File: src/rtl/obuf_bias_sel_ctrl_v3_if.sv
// Bundle for the bias/obuf select controller.
// master: loop-table configuration, step/abort pulses in; select stream and status out.
// slave : the controller side of the same signals.
interface obuf_bias_sel_ctrl_v3_if #(
  parameter int LOOP_ID_W     = 3,
  parameter int LOOP_ITER_W   = 16,
  parameter int ADDR_STRIDE_W = 16
);
  logic                     cfg_start;
  logic                     cfg_loop_v;
  logic [LOOP_ID_W-1:0]     cfg_loop_index;
  logic [LOOP_ITER_W-1:0]   cfg_loop_iter;
  logic [ADDR_STRIDE_W-1:0] cfg_obuf_stride;
  logic                     cfg_done;
  logic                     step_v;
  logic                     abort;
  logic                     obuf_bias_sel;
  logic                     obuf_last_pass;
  logic                     sel_v;
  logic                     run_done;
  logic                     busy;
  logic                     err_sticky;

  modport master (
    output cfg_start, cfg_loop_v, cfg_loop_index, cfg_loop_iter, cfg_obuf_stride,
           cfg_done, step_v, abort,
    input  obuf_bias_sel, obuf_last_pass, sel_v, run_done, busy, err_sticky
  );

  modport slave (
    input  cfg_start, cfg_loop_v, cfg_loop_index, cfg_loop_iter, cfg_obuf_stride,
           cfg_done, step_v, abort,
    output obuf_bias_sel, obuf_last_pass, sel_v, run_done, busy, err_sticky
  );
endinterface

File: src/rtl/obuf_bias_sel_ctrl_v3.sv
// Bias/obuf read-select generator for the compute array accumulator input.
// A loop nest (iterations-1 and obuf stride per loop) is captured during CFG; loops
// with zero obuf stride are reduction loops. In RUN every step_v yields one select:
// sel=0 (bias) on the first reduction pass of an output tile, 1 (obuf) otherwise,
// plus a last-pass flag, delayed by 1+SEL_DLY cycles to line up with obuf read data.
// Ports: clk, reset (async, active low), bus (slave side of obuf_bias_sel_ctrl_v3_if).
//
// state | meaning
// IDLE  | no nest active; step_v is an error
// CFG   | loop table being written; step_v is an error
// RUN   | counting steps through the nest
module obuf_bias_sel_ctrl_v3 #(
  parameter int NUM_LOOPS     = 8,
  parameter int LOOP_ID_W     = 3,
  parameter int LOOP_ITER_W   = 16,
  parameter int ADDR_STRIDE_W = 16,
  parameter int SEL_DLY       = 1
) (
  input logic                     clk,
  input logic                     reset,
  obuf_bias_sel_ctrl_v3_if.slave  bus
);

  localparam int NLW = LOOP_ID_W + 1;
  localparam logic [NLW-1:0] NUM_LOOPS_C = NLW'(NUM_LOOPS);

  typedef enum logic [1:0] {IDLE, CFG, RUN} state_e;

  typedef struct packed {
    logic v;
    logic sel;
    logic last;
    logic done;
  } stage_t;

  state_e                 state_q, state_d;
  logic [LOOP_ITER_W-1:0] iter_q [NUM_LOOPS];
  logic [LOOP_ITER_W-1:0] iter_d [NUM_LOOPS];
  logic [LOOP_ITER_W-1:0] cnt_q  [NUM_LOOPS];
  logic [LOOP_ITER_W-1:0] cnt_d  [NUM_LOOPS];
  logic [LOOP_ITER_W-1:0] cnt_inc [NUM_LOOPS];
  logic [NUM_LOOPS-1:0]   red_q, red_d;
  logic [NLW-1:0]         nl_q, nl_d;
  logic                   err_q, err_d;
  logic                   flush;
  logic                   all_zero, all_top, carry;
  logic [NLW-1:0]         idx_ext;
  stage_t                 stg_d;
  stage_t                 pipe_q [0:SEL_DLY];

  // Zero-extended so the range check against NUM_LOOPS is meaningful even when
  // the index field can only just address the table.
  assign idx_ext = {1'b0, bus.cfg_loop_index};

  always_comb begin
    // Select/last are derived from the counters as they stand before this step.
    all_zero = 1'b1;
    all_top  = 1'b1;
    for (int i = 0; i < NUM_LOOPS; i++) begin
      if (red_q[i]) begin
        if (cnt_q[i] != '0)        all_zero = 1'b0;
        if (cnt_q[i] != iter_q[i]) all_top  = 1'b0;
      end
    end

    // Ripple increment over the active loops; a carry out of the outermost
    // active loop marks the final step of the nest.
    carry = 1'b1;
    for (int i = 0; i < NUM_LOOPS; i++) begin
      cnt_inc[i] = cnt_q[i];
      if (carry && (NLW'(i) < nl_q)) begin
        if (cnt_q[i] == iter_q[i]) begin
          cnt_inc[i] = '0;
        end else begin
          cnt_inc[i] = cnt_q[i] + LOOP_ITER_W'(1);
          carry      = 1'b0;
        end
      end
    end
  end

  always_comb begin
    state_d = state_q;
    iter_d  = iter_q;
    red_d   = red_q;
    nl_d    = nl_q;
    cnt_d   = cnt_q;
    err_d   = err_q;
    flush   = 1'b0;
    stg_d   = '0;

    case (state_q)
      IDLE: begin
        if (bus.step_v) err_d = 1'b1;
      end
      CFG: begin
        if (bus.step_v) err_d = 1'b1;
        if (bus.cfg_loop_v) begin
          if (idx_ext >= NUM_LOOPS_C) begin
            err_d = 1'b1;
          end else begin
            for (int i = 0; i < NUM_LOOPS; i++) begin
              if (idx_ext == NLW'(i)) begin
                iter_d[i] = bus.cfg_loop_iter;
                red_d[i]  = (bus.cfg_obuf_stride == '0);
              end
            end
            if (idx_ext + NLW'(1) > nl_q) nl_d = idx_ext + NLW'(1);
          end
        end
        if (bus.abort) begin
          state_d = IDLE;
        end else if (bus.cfg_done) begin
          state_d = RUN;
          cnt_d   = '{default: '0};
        end
      end
      RUN: begin
        if (bus.abort) begin
          state_d = IDLE;
        end else if (bus.step_v) begin
          stg_d.v    = 1'b1;
          stg_d.sel  = ~all_zero;
          stg_d.last = all_top;
          stg_d.done = carry;
          cnt_d      = cnt_inc;
          if (carry) state_d = IDLE;
        end
      end
      default: state_d = IDLE;
    endcase

    // cfg_start overrides everything else, including a same-cycle abort.
    if (bus.cfg_start) begin
      state_d = CFG;
      iter_d  = '{default: '0};
      red_d   = '0;
      nl_d    = '0;
      cnt_d   = '{default: '0};
      err_d   = 1'b0;
      flush   = 1'b1;
      stg_d   = '0;
    end
  end

  always_ff @(posedge clk or negedge reset) begin
    if (!reset) begin
      state_q <= IDLE;
      red_q   <= '0;
      nl_q    <= '0;
      err_q   <= 1'b0;
      for (int i = 0; i < NUM_LOOPS; i++) begin
        iter_q[i] <= '0;
        cnt_q[i]  <= '0;
      end
    end else begin
      state_q <= state_d;
      red_q   <= red_d;
      nl_q    <= nl_d;
      err_q   <= err_d;
      iter_q  <= iter_d;
      cnt_q   <= cnt_d;
    end
  end

  // Delay line: valid/done shift every cycle so in-flight selects drain after
  // abort; sel/last only load with valid so the outputs hold between pulses.
  always_ff @(posedge clk or negedge reset) begin
    if (!reset) begin
      for (int k = 0; k <= SEL_DLY; k++) pipe_q[k] <= '0;
    end else if (flush) begin
      for (int k = 0; k <= SEL_DLY; k++) begin
        pipe_q[k].v    <= 1'b0;
        pipe_q[k].done <= 1'b0;
      end
    end else begin
      pipe_q[0].v    <= stg_d.v;
      pipe_q[0].done <= stg_d.done;
      if (stg_d.v) begin
        pipe_q[0].sel  <= stg_d.sel;
        pipe_q[0].last <= stg_d.last;
      end
      for (int k = 1; k <= SEL_DLY; k++) begin
        pipe_q[k].v    <= pipe_q[k-1].v;
        pipe_q[k].done <= pipe_q[k-1].done;
        if (pipe_q[k-1].v) begin
          pipe_q[k].sel  <= pipe_q[k-1].sel;
          pipe_q[k].last <= pipe_q[k-1].last;
        end
      end
    end
  end

  assign bus.obuf_bias_sel  = pipe_q[SEL_DLY].sel;
  assign bus.obuf_last_pass = pipe_q[SEL_DLY].last;
  assign bus.sel_v          = pipe_q[SEL_DLY].v;
  assign bus.run_done       = pipe_q[SEL_DLY].done;
  assign bus.busy           = (state_q != IDLE);
  assign bus.err_sticky     = err_q;

endmodule

File: src/flat_wrapper.sv
// flat-port wrapper written by rule: the top's interface ports become plain ports
module obuf_bias_sel_ctrl_v3_flat 
#(
  parameter int NUM_LOOPS     = 8,
  parameter int LOOP_ID_W     = 3,
  parameter int LOOP_ITER_W   = 16,
  parameter int ADDR_STRIDE_W = 16,
  parameter int SEL_DLY       = 1
)
  (clk, reset, bus_cfg_start, bus_cfg_loop_v, bus_cfg_loop_index, bus_cfg_loop_iter, bus_cfg_obuf_stride, bus_cfg_done, bus_step_v, bus_abort, bus_obuf_bias_sel, bus_obuf_last_pass, bus_sel_v, bus_run_done, bus_busy, bus_err_sticky);
  obuf_bias_sel_ctrl_v3_if #(.LOOP_ID_W(LOOP_ID_W), .LOOP_ITER_W(LOOP_ITER_W), .ADDR_STRIDE_W(ADDR_STRIDE_W)) bus_i ();
  input logic clk;
  input logic reset;
  input wire logic [$bits(bus_i.cfg_start)-1:0] bus_cfg_start;
  input wire logic [$bits(bus_i.cfg_loop_v)-1:0] bus_cfg_loop_v;
  input wire logic [$bits(bus_i.cfg_loop_index)-1:0] bus_cfg_loop_index;
  input wire logic [$bits(bus_i.cfg_loop_iter)-1:0] bus_cfg_loop_iter;
  input wire logic [$bits(bus_i.cfg_obuf_stride)-1:0] bus_cfg_obuf_stride;
  input wire logic [$bits(bus_i.cfg_done)-1:0] bus_cfg_done;
  input wire logic [$bits(bus_i.step_v)-1:0] bus_step_v;
  input wire logic [$bits(bus_i.abort)-1:0] bus_abort;
  output wire logic [$bits(bus_i.obuf_bias_sel)-1:0] bus_obuf_bias_sel;
  output wire logic [$bits(bus_i.obuf_last_pass)-1:0] bus_obuf_last_pass;
  output wire logic [$bits(bus_i.sel_v)-1:0] bus_sel_v;
  output wire logic [$bits(bus_i.run_done)-1:0] bus_run_done;
  output wire logic [$bits(bus_i.busy)-1:0] bus_busy;
  output wire logic [$bits(bus_i.err_sticky)-1:0] bus_err_sticky;
  assign bus_i.cfg_start = bus_cfg_start;
  assign bus_i.cfg_loop_v = bus_cfg_loop_v;
  assign bus_i.cfg_loop_index = bus_cfg_loop_index;
  assign bus_i.cfg_loop_iter = bus_cfg_loop_iter;
  assign bus_i.cfg_obuf_stride = bus_cfg_obuf_stride;
  assign bus_i.cfg_done = bus_cfg_done;
  assign bus_i.step_v = bus_step_v;
  assign bus_i.abort = bus_abort;
  assign bus_obuf_bias_sel = bus_i.obuf_bias_sel;
  assign bus_obuf_last_pass = bus_i.obuf_last_pass;
  assign bus_sel_v = bus_i.sel_v;
  assign bus_run_done = bus_i.run_done;
  assign bus_busy = bus_i.busy;
  assign bus_err_sticky = bus_i.err_sticky;
  obuf_bias_sel_ctrl_v3 #(.NUM_LOOPS(NUM_LOOPS), .LOOP_ID_W(LOOP_ID_W), .LOOP_ITER_W(LOOP_ITER_W), .ADDR_STRIDE_W(ADDR_STRIDE_W), .SEL_DLY(SEL_DLY)) u_core (.clk(clk), .reset(reset), .bus(bus_i));
endmodule
File: config.mk
export PLATFORM = sky130hd
export DESIGN_NAME = obuf_bias_sel_ctrl_v3_flat
export DESIGN_NICKNAME = d
export VERILOG_FILES = /design/src/rtl/obuf_bias_sel_ctrl_v3_if.sv /design/src/rtl/obuf_bias_sel_ctrl_v3.sv /design/src/flat_wrapper.sv
export SDC_FILE = /design/constraint.sdc
export NUM_CORES = 1
export LEC_CHECK = 0
export BUFFER_PORTS_ARGS = -buffer_cell sky130_fd_sc_hd__buf_2
export CAP_MARGIN = 20
export CORE_ASPECT_RATIO = 1.2
export CORE_UTILIZATION = 59
export CTS_BUF_LIST = sky130_fd_sc_hd__clkbuf_4 sky130_fd_sc_hd__clkbuf_8
export DETAILED_ROUTE_END_ITERATION = 10
export GPL_TIMING_DRIVEN = 0
export PLACE_DENSITY = 0.79
export SLEW_MARGIN = 10
export SYNTH_ARGS = -nofsm -noshare
export SYNTH_HDL_FRONTEND = slang
export SYNTH_SLANG_ARGS = --single-unit
File: constraint.sdc
create_clock -name clk -period 2.5 [get_ports clk]
set_input_delay 0.25 -clock clk [delete_from_list [all_inputs] [get_ports clk]]
set_output_delay 0.25 -clock clk [all_outputs]
set_load 0.005 [all_outputs]
==> flow_summary_export.csv <==
group,metric,value,unit
clocking,cts_inserted_buffers,46,
clocking,clock_tree.buffer_depth,3,
global_routing,grt_pass1_wl,74200,µm
synthesis,ys_seq_elements,279,
global_routing,overflow,0,
detailed_routing,vias_per_cell,6.52,
sta,maxSlewViolCount,0,
outcome,status,"complete, but fails checks",
setup_path,crit_type,"flip-flop to flip-flop",
setup_path,slowest_delay,510,ps
setup_path,start_kind,"flip-flop",
floorplan,fp-row-count,64,
setup_path,r2r_start,"u_core.cnt_q[77]",
setup_path,cp.required,2990,ps
detailed_routing,dr.pass1.iters,6,
detailed_routing,totalWireLength,50200,µm
layout,finalNetCount,2010,
detailed_routing,first_iter_violations,1357,
sta,skew,33.1,ps
layout,area.growth.synth_to_final,24.0,%
clocking,worst_skew_pair.late_latency,590,ps
floorplan,initial_core_util,60.4,%
detailed_routing,ant_nets,0,
sta,hold_violations,0,
setup_path,path_buf_inv,3,
clocking,cts_sinks,279,
sta,worstMarginPinSlew,1010,ps
synthesis,yosysTopAreaCellShare,45.0,%
hold_path,whs_path_depth,4,
clocking,cts_tree,"done",
hold_path,holdPathEnd,"u_core.nl_q[0]",
power_and_ir_drop,peakVddDrop,0.485,mV
layout,drive_gt1_share,22.9,%
synthesis,avgSynthCellArea,8.75,µm²
floorplan,die_x,150,µm
global_routing,grt_max_degree,104,
synthesis,synthesis.area,15500,µm²
place,dp_hpwl,30000,µm
layout,stdcell_count,2307,
synthesis,synthCells,1773,
outcome,violations,"negative setup slack",
sta,setup_tns,-29650,ps
synthesis,synthArstFlopShare,100,%
detailed_routing,drc,0,
synthesis,ys_warn_count,0,
clocking,path_clk_slew,70,ps
synthesis,yosysTopAreaCell,"dfrtp_1",
setup_path,cp_top_family,"simple AND/OR/NAND/NOR gates",
global_routing,first_global_vias,14128,
setup_path,crit_cells,10,
hold_path,hp-start,"bus_cfg_loop_index[0]",
sta,period_minus_slack,3080,ps
detailed_routing,wl_per_cell,21.8,µm
global_routing,track_usage,35.1,%
place,numPortBuffers,30,
setup_path,end_kind,"flip-flop",
synthesis,synth_ff_type,"dfrtp_1",
synthesis,synth.distinct_cells,69,
sta,fmax,325,MHz
sta,timing.slew.headroom,32.7,%
synthesis,seq_area_frac_synth,45.0,%
setup_path,path_cells,"clkbuf_1 -> xor2_1 -> nor4_2 -> nand4_2 -> o22ai_4 -> buf_4 -> nand4_4 -> buf_6 -> or4b_4 -> a21oi_2",
sta,grt_setup_unrepaired,"true",
setup_path,worstRegToRegCells,10,
setup_path,slowest_stage,"or4b_4",
hold_path,worstHoldPathType,"primary input to flip-flop",
detailed_routing,vias,15043,
clocking,htreeDepth,2,
floorplan,dieArea,27000,µm²
setup_path,worst-path-max-fanout,8,
synthesis,synth_edf_count,0,
sta,finalSetupViolCount,90,
floorplan,die_height,180,µm
global_routing,antenna_found_initial,2,
sta,period_share,123,%
power_and_ir_drop,power_leakage,0.00867,µW
place,dp.cells,2136,
synthesis,ys_top_cells_by_area,"dfrtp_1 45%, nand2_1 8.7%, xor2_1 6.4%",
floorplan,ios,48,
job,maxCapViolations,0,
setup_path,r2r-end,"u_core.cnt_q[39]",
synthesis,synth_nets,1841,
clocking,cts_root_buffer,"clkbuf_8",
floorplan,core-area,25700,µm²
place,place_congestion,0.942,
sta,setup_ws,-576,ps
power_and_ir_drop,power_density,522,nW/µm²
setup_path,cp.arrival,3560,ps
setup_path,r2r_slack,-580,ps
[routing by layer]
layer  vias up  routed length, µm  global-route usage, %  part of all wire, %
met4         2               3000                   16.9                  6.0
li1       6560                  -                      -                    -
met5         -                 13                      0                0.026
met1      7294              18800                   46.2                   37
met2       937              23800                   55.9                   47
met3       250               4620                   6.27                  9.2
[power by group]
group	internal, µW	total [µW]	switching [µW]
combinational	394	1170	781
clock	2370	4280	1920
sequential	4560	4600	40.3
total	7320	10100	2740
[registers in the layout, summed over array words and instances, names as in the netlist, 2 cells and up]
register / cells
u_core.nl_q: 4
u_core.state_q: 2
u_core.red_q: 8
u_core.cnt_q: 128
u_core.iter_q: 128
u_core.pipe_q: 4
[worst max path at each step]
stage                            start               end  slack [ps]
floorplan             u_core.cnt_q[97]  u_core.cnt_q[22]          50
global placement                 reset  u_core.cnt_q[10]       -3970
detailed placement    u_core.cnt_q[89]  u_core.cnt_q[58]        -740
CTS                 u_core.iter_q[117]  u_core.cnt_q[58]        -300
global route          u_core.cnt_q[77]  u_core.cnt_q[46]        -700
finish                u_core.cnt_q[77]  u_core.cnt_q[39]        -580
[per-stage QoR]
| step | hold slack, ps | utilization, % | cell area, µm² | worst slack [ps] | power (µW) |
|---|---|---|---|---|---|
| after floorplan | -45.6 | - | 15500 | 47.8 | 5130 |
| after global placement | 488 | 62.6 | 16100 | -3970 | 5470 |
| after detailed placement | 308 | 62.9 | 16200 | -745 | 5500 |
| after CTS | 26.5 | 69.8 | 17900 | -296 | 9840 |
| after global routing | 94.0 | 74.9 | 19300 | -700 | 10300 |
| final | 82.7 | 74.9 | 19300 | -576 | 10100 |
[cell type report]
cell class | instances | area (µm²)
Antenna cell | 1 | 2.50
Buffer | 107 | 626
Clock buffer | 77 | 941
Clock inverter | 5 | 33.8
Fill cell | 1686 | 6450
Inverter | 45 | 169
Multi-Input combinational cell | 1336 | 8910
Sequential cell | 279 | 6990
Tap cell | 330 | 413
Timing Repair Buffer | 127 | 1160
[worst register-to-register path, stage by stage (launching register included)]
cell      delay (ps)
dfrtp_1          330
clkbuf_1         350
xor2_1           220
nor4_2           390
nand4_2          340
o22ai_4          270
buf_4            180
nand4_4          110
buf_6            160
or4b_4           510
a21oi_2          150
[cells in the final DEF (no fill, tap or decap), drive strengths merged, types with 25 or more instances in the layout]
master / netlist / final
dfrtp: 279 / 279
a21oi: 163 / 164
nand4: 43 / 43
xnor2: 30 / 30
inv: 45 / 46
nor2: 97 / 97
ha: 26 / 26
o21ai: 88 / 88
a31oi: 26 / 26
nand3: 56 / 56
o31ai: 25 / 25
nor4: 61 / 61
nor3: 33 / 33
xor2: 113 / 113
nand2: 360 / 360
buf: 20 / 141
and3: 37 / 37
clkbuf: 94 / 166
[synthesized netlist by cell type (all sizes together) (5+ instances only)]
cell type and instances:
o31ai 25, nor4b 13, nand3 56, nor3 33
buf 20, and4 5, or3 8, o22ai 5
a21oi 163, nor2 97, dfrtp 279, or4 7
nand2b 10, a41oi 6, mux2 11, o21ai 88
a31oi 26, ha 26, xor2 113, nor2b 11
a32o 11, xnor2 30, and2 12, o2bb2ai 5
o211ai 14, a22o 9, o41ai 5, nor4 61
inv 45, clkbuf 94, or2 7, nand4 43
nand2 360, or4b 6, and3 37
[what timing repair did]
item | in CTS | in global routing
buffers inserted | 44 | 39
setup endpoints to repair | 136 | 191
cloned | 2 | 7
pin swaps | 53 | 94
hold buffers | 4 | 0
hold endpoints to repair | 90 | 0
gates resized for setup | 103 | 266
[logic make-up (layout without fill, tap and decap cells)]
| kind of cell | after synthesis | count (layout) | synth area share (%) |
|---|---|---|---|
| compound gates | 378 | 379 | 14.9 |
| xor+xnor | 143 | 143 | 8.07 |
| fa+ha+maj | 26 | 26 | 2.10 |
| buf+inv | 159 | 361 | 4.47 |
| flops | 279 | 279 | 45.0 |
| mux | 14 | 14 | 0.992 |
| other cells | 0 | 1 | 0 |
| simple gates | 774 | 774 | 24.5 |
Note: power is estimated with default switching activity, not from simulation.
